### src/rtl/csa_pkg.sv
// Shared definitions for the pipelined conditional-sum adder/subtractor.
package csa_pkg;

    // Ceiling log2 for elaboration-time sizing (number of merge levels).
    function automatic int clog2(input int value);
        int result;
        result = 0;
        for (int i = 0; i < 31; i++) begin
            if ((1 << i) < value) begin
                result = i + 1;
            end
        end
        return result;
    endfunction

    // Per-beat sideband that travels with the data through every stage.
    // cin drives the final carry-in select; a_msb/be_msb feed the overflow flag.
    typedef struct packed {
        logic valid;
        logic cin;
        logic a_msb;
        logic be_msb;
    } side_t;

endpackage

### src/rtl/csa_merge_level.sv
// One conditional-sum merge level: pairs of 2^(LEVEL-1)-bit blocks are fused
// into 2^LEVEL-bit blocks, each still holding both carry-in hypotheses, then
// registered behind the pipeline-wide enable.
module csa_merge_level
    import csa_pkg::*;
#(
    parameter int WIDTH = 16,
    parameter int LEVEL = 1
) (
    input  logic                              clk,
    input  logic                              rst,
    input  logic                              en,
    input  logic [WIDTH-1:0]                  sum0,
    input  logic [WIDTH-1:0]                  sum1,
    input  logic [(WIDTH >> (LEVEL - 1))-1:0] carry0,
    input  logic [(WIDTH >> (LEVEL - 1))-1:0] carry1,
    input  side_t                             side,
    output logic [WIDTH-1:0]                  sum0_q,
    output logic [WIDTH-1:0]                  sum1_q,
    output logic [(WIDTH >> LEVEL)-1:0]       carry0_q,
    output logic [(WIDTH >> LEVEL)-1:0]       carry1_q,
    output side_t                             side_q
);

    localparam int HALF = 1 << (LEVEL - 1);
    localparam int NB   = WIDTH >> LEVEL;

    logic [WIDTH-1:0] sum0_m;
    logic [WIDTH-1:0] sum1_m;
    logic [NB-1:0]    carry0_m;
    logic [NB-1:0]    carry1_m;

    // Lower half passes through; the upper half's hypothesis is chosen by the
    // lower half's carry-out under the same block carry-in assumption.
    always_comb begin
        sum0_m   = sum0;
        sum1_m   = sum1;
        carry0_m = '0;
        carry1_m = '0;
        for (int j = 0; j < NB; j++) begin
            sum0_m[(2*j+1)*HALF +: HALF] = carry0[2*j] ? sum1[(2*j+1)*HALF +: HALF]
                                                       : sum0[(2*j+1)*HALF +: HALF];
            sum1_m[(2*j+1)*HALF +: HALF] = carry1[2*j] ? sum1[(2*j+1)*HALF +: HALF]
                                                       : sum0[(2*j+1)*HALF +: HALF];
            carry0_m[j] = carry0[2*j] ? carry1[2*j+1] : carry0[2*j+1];
            carry1_m[j] = carry1[2*j] ? carry1[2*j+1] : carry0[2*j+1];
        end
    end

    // Stage register: cleared by reset, frozen whenever the pipeline stalls.
    always_ff @(posedge clk) begin
        if (rst) begin
            sum0_q   <= '0;
            sum1_q   <= '0;
            carry0_q <= '0;
            carry1_q <= '0;
            side_q   <= '0;
        end else if (en) begin
            sum0_q   <= sum0_m;
            sum1_q   <= sum1_m;
            carry0_q <= carry0_m;
            carry1_q <= carry1_m;
            side_q   <= side;
        end
    end

endmodule

### src/rtl/csa_pipe.sv
// Pipelined conditional-sum adder/subtractor with a valid/ready stream.
// Handshake: a beat moves when valid && ready on a rising edge; the producer
// keeps valid and data stable until it moves. in_ready = !out_valid ||
// out_ready, and that single signal enables every stage, so bubbles are not
// squeezed out. Latency is LEVELS+1 cycles (cell stage plus LEVELS merges).
module csa_pipe
    import csa_pkg::*;
#(
    parameter int WIDTH = 16
) (
    input  logic             clk,
    input  logic             rst,
    input  logic             in_valid,
    output logic             in_ready,
    input  logic [WIDTH-1:0] a,
    input  logic [WIDTH-1:0] b,
    input  logic             cin,
    input  logic             sub,
    output logic             out_valid,
    input  logic             out_ready,
    output logic [WIDTH-1:0] s,
    output logic             cout,
    output logic             ovf
);

    localparam int LEVELS = clog2(WIDTH);
    // Carries of all levels are packed back to back: level g holds WIDTH>>g
    // bits starting at 2*WIDTH - 2*(WIDTH>>g); 2*WIDTH-1 bits in total.
    localparam int CW = 2 * WIDTH - 1;

    logic                         en;
    logic [WIDTH-1:0]             be;
    logic [WIDTH-1:0]             prop;
    logic [WIDTH-1:0]             c_s0;
    logic [WIDTH-1:0]             c_s1;
    logic [WIDTH-1:0]             c_c0;
    logic [WIDTH-1:0]             c_c1;
    logic [WIDTH-1:0]             cell_s0;
    logic [WIDTH-1:0]             cell_s1;
    logic [WIDTH-1:0]             cell_c0;
    logic [WIDTH-1:0]             cell_c1;
    side_t                        cell_side;
    logic [LEVELS:0][WIDTH-1:0]   sum0_st;
    logic [LEVELS:0][WIDTH-1:0]   sum1_st;
    logic [CW-1:0]                carry0_st;
    logic [CW-1:0]                carry1_st;
    side_t [LEVELS:0]             side_st;
    side_t                        last;

    assign in_ready = !out_valid || out_ready;
    assign en       = in_ready;

    // Cell stage: per-bit sum/carry for both carry-in hypotheses; bit 0 is
    // resolved against cin right away so block 0 never needs a late select.
    always_comb begin
        be      = sub ? ~b : b;
        prop    = a ^ be;
        c_s0    = prop;
        c_s1    = ~prop;
        c_c0    = a & be;
        c_c1    = a | be;
        c_s0[0] = prop[0] ^ cin;
        c_s1[0] = prop[0] ^ cin;
        c_c0[0] = (a[0] & be[0]) | (prop[0] & cin);
        c_c1[0] = (a[0] & be[0]) | (prop[0] & cin);
    end

    // Cell stage register, captures a beat (or a bubble) whenever enabled.
    always_ff @(posedge clk) begin
        if (rst) begin
            cell_s0   <= '0;
            cell_s1   <= '0;
            cell_c0   <= '0;
            cell_c1   <= '0;
            cell_side <= '0;
        end else if (en) begin
            cell_s0   <= c_s0;
            cell_s1   <= c_s1;
            cell_c0   <= c_c0;
            cell_c1   <= c_c1;
            cell_side <= '{valid: in_valid, cin: cin, a_msb: a[WIDTH-1], be_msb: be[WIDTH-1]};
        end
    end

    assign sum0_st[0]            = cell_s0;
    assign sum1_st[0]            = cell_s1;
    assign carry0_st[WIDTH-1:0]  = cell_c0;
    assign carry1_st[WIDTH-1:0]  = cell_c1;
    assign side_st[0]            = cell_side;

    for (genvar g = 1; g <= LEVELS; g++) begin : g_level
        localparam int NB_IN   = WIDTH >> (g - 1);
        localparam int NB_OUT  = WIDTH >> g;
        localparam int OFF_IN  = 2 * WIDTH - 2 * NB_IN;
        localparam int OFF_OUT = 2 * WIDTH - 2 * NB_OUT;

        csa_merge_level #(
            .WIDTH (WIDTH),
            .LEVEL (g)
        ) u_merge (
            .clk      (clk),
            .rst      (rst),
            .en       (en),
            .sum0     (sum0_st[g-1]),
            .sum1     (sum1_st[g-1]),
            .carry0   (carry0_st[OFF_IN +: NB_IN]),
            .carry1   (carry1_st[OFF_IN +: NB_IN]),
            .side     (side_st[g-1]),
            .sum0_q   (sum0_st[g]),
            .sum1_q   (sum1_st[g]),
            .carry0_q (carry0_st[OFF_OUT +: NB_OUT]),
            .carry1_q (carry1_st[OFF_OUT +: NB_OUT]),
            .side_q   (side_st[g])
        );
    end

    assign last      = side_st[LEVELS];
    assign out_valid = last.valid;
    // Final carry-in select; both hypotheses agree because bit 0 was resolved
    // in the cell, but the select keeps the classic structure intact.
    assign s         = last.cin ? sum1_st[LEVELS] : sum0_st[LEVELS];
    assign cout      = last.cin ? carry1_st[CW-1] : carry0_st[CW-1];
    assign ovf       = (last.a_msb == last.be_msb) && (s[WIDTH-1] != last.a_msb);

endmodule

### config.mk
export PLATFORM = sky130hd
export DESIGN_NAME = csa_pipe
export DESIGN_NICKNAME = d
export VERILOG_FILES = /design/src/rtl/csa_pkg.sv /design/src/rtl/csa_merge_level.sv /design/src/rtl/csa_pipe.sv
export SDC_FILE = /design/constraint.sdc
export NUM_CORES = 1
export LEC_CHECK = 0
export ABC_AREA = 1
export BUFFER_PORTS_ARGS = -buffer_cell sky130_fd_sc_hd__buf_2
export CORE_MARGIN = 2
export CORE_UTILIZATION = 40
export DETAILED_ROUTE_END_ITERATION = 10
export PLACE_DENSITY = 0.65
export SLEW_MARGIN = 20
export SYNTH_ARGS = -nofsm -noshare
export SYNTH_HDL_FRONTEND = slang
export SYNTH_SLANG_ARGS = --single-unit
### constraint.sdc
create_clock -name clk -period 2.05 [get_ports clk]
set_input_delay 0.3075 -clock clk [delete_from_list [all_inputs] [get_ports clk]]
set_output_delay 0.3075 -clock clk [all_outputs]
set_load 0.03 [all_outputs]
==> impl_results.md <==
- Outcome: complete, no violations
- Setup violations, final: 0
- Root Buffer: clkbuf_16
- CP max stage delay: 370 ps
- Clock latency on the worst-skew pair: 500 ps
- Critical-path top delay cell: dfxtp_4
- Setup Buffers After CTS: 0
- Max Cap Violations: 0
- Crit share post-route: 88.2%
- Post-Syn Area: 9420 sq um
- Number of port buffers: 57
- Synth Register Bits: 201
- CP Max Fanout: 32
- NumNets Final: 1435
- Worst-path clk slew: 60 ps
- Num rows: 56
- WP data arrival: 1500 ps
- Area growth syn-to-layout: 12.4%
- CTS tree: done
- Total track usage: 16.2%
- Post-place instance area: 9870 sq um
- Worst slack, placed: 538 ps
- Tmin final: 1810 ps
- Cell Pwr Density: 869 nW/um^2
- Commonest cells after routing, fill and taps aside: nor2_1 (371), nand2_1 (370), dfxtp_1 (200)
- YS warnings: 0
- Starting Density: 40.5%
- Crit-path cells: nand2_4 > buf_2
- Syn_area_per_cell: 6.91 sq um
- # H-tree levels: 1
- Antenna violations before repair: 0
- Drt pass-1 iters: 5
- Fillers: 2408
- Syn Inst Count: 1364
- Vias per cell: 4.50
- Iter 0 DRT Violations: 468
- Slew Viols, Final: 0
- Slew @ Worst Pin: 563 ps
- Layout cells sized above 1: 8.40%
- Leakage power: 4.96 nW
- Final core occ: 45.5%
- Total CTS buffers: 21
- Largest net degree at the start of global routing: 134
- Fin Clk Skew: 16.8 ps
- Routed Antenna Nets: 0
- Crit start category: flop
- Placed insts: 1662
- DRC: 0
- Sink Count: 201
- CP endpoint kind: output port
- Final Instance Area: 10600 sq um
- Setup ws final: 242 ps
- Commonest non-fill, non-tap cell in the layout: nor2_1
- Tightest Hold Check Type: primary input to flop
- Peak supply drop: 0.000477 V
- Max Fclk: 553 MHz
- Hold Buf Count CTS: 0
- Vias in the first global route: 7142
- Worst R2R Start: g_level[4].u_merge.side_q[3]
- # diodes: 0
- First-pass GRT wire length: 33.8 mm
- Crit. Startpoint: g_level[4].u_merge.side_q[3]
- Relative slew slack: 62.4%
- Hold wc startpoint: in_valid
- DIE AREA: 24800 sq um
- Total gr overflow: 0
- Hold Violations, Final: 0
- Placer Congestion: 0.768
- Sequential cell area fraction in the yosys report: 42.7%
- # IOs: 58
- Via count: 7645
- Post-CTS Resized: 0
- Clock Tree Buf Depth: 3
- Chip height: 157 microns
- Worst setup path class: flop to output port
- Synth unique cells: 18
- Final WL: 19.5 mm
- Worst Path Required: 1740 ps
- Fin cells: 1700
- Routed len/inst: 11.5 microns
- RSZ-0062 raised after global routing: false
- Chip width: 157 microns
- Detailed Place HPWL: 12.1 mm
- Setup TNS: 0 ps
- CORE AREA: 23300 sq um
- Synth Net Count: 1433
==> cell type report <==
cell class                 count  area [sq um]  share of cell area, %
clock buffer                  31           643                   6.08
inverter                      94           353                   3.33
multi-input combinational    974          4610                   43.5
tap                          319           399                   3.77
timing repair buffer          74           488                   4.61
clock inverter                 7          67.6                  0.638
sequential                   201          4030                   38.0
==> stage by stage <==
step | hold WS, ps | power, mW
after floorplan | 436 | 5.18
after global placement | 453 | 5.43
after detailed placement | 460 | 5.45
after CTS | 19.5 | 9.31
after global routing | 27.0 | 9.68
final | 27.9 | 9.20
==> worst max-delay path: cells and delay by family (launching register included) <==
kind	cells	cell delay, ps
DFF	1	370
and+or+nand+nor	1	320
buffers and inverters	1	280
==> cells by family (layout without fill, tap and decap cells) <==
family	count (synthesis)	count (layout)	synth area share, %
compound gates	94	94	7.01
fa+ha+maj	31	31	4.20
simple gates	834	834	36.2
flops	201	201	42.7
buf+inv	189	206	8.49
xor+xnor	15	15	1.39
==> cells in the mapped netlist, drive strengths merged <==
library cell / n / area share, %
nand2: 371 / 15
ha: 30 / 4.0
clkbuf: 33 / 1.3
dfxtp: 201 / 43
nand3: 27 / 1.4
inv: 93 / 3.7
nand3b: 64 / 5.1
buf: 62 / 3.4
o21bai: 76 / 6.1
fa: 1 / 0.21
clkinv: 1 / 0.040
xnor2: 15 / 1.4
a21oi: 18 / 0.96
nor2: 372 / 15
==> registers in the layout, indices dropped and copies added, names as in the netlist <==
register,cells
cell_c1,15
cell_s0,16
cell_side,3
g_level.u_merge.carry1_q,15
g_level.u_merge.side_q,12
g_level.u_merge.carry0_q,11
cell_s1,15
g_level.u_merge.sum1_q,64
g_level.u_merge.sum0_q,34
cell_c0,16
==> final timing paths <==
path	slack, ps	cells past startpoint	to
max	240	2	in_ready
min	30	3	cell_side[3]
max reg2reg	650	6	cell_c0[8]
min reg2reg	470	2	g_level[4].u_merge.sum1_q[4]
==> power breakdown <==
part	internal (mW)	switching, mW	total, mW
registers	4.18	0.173	4.36
clock network	2.30	1.53	3.84
logic	0.411	0.596	1.01
total	6.90	2.30	9.20
==> metal layers <==
| layer | global-route usage, % | share of wire, % | vias to the layer above |
|---|---|---|---|
| li1 | - | - | 4150 |
| met1 | 23.1 | 52 | 3331 |
| met2 | 26.2 | 42 | 138 |
| met3 | 2.26 | 4.1 | 26 |
| met4 | 2.94 | 1.2 | 0 |
| met5 | 0 | 0 | - |
(Power assumes the default switching activity.)
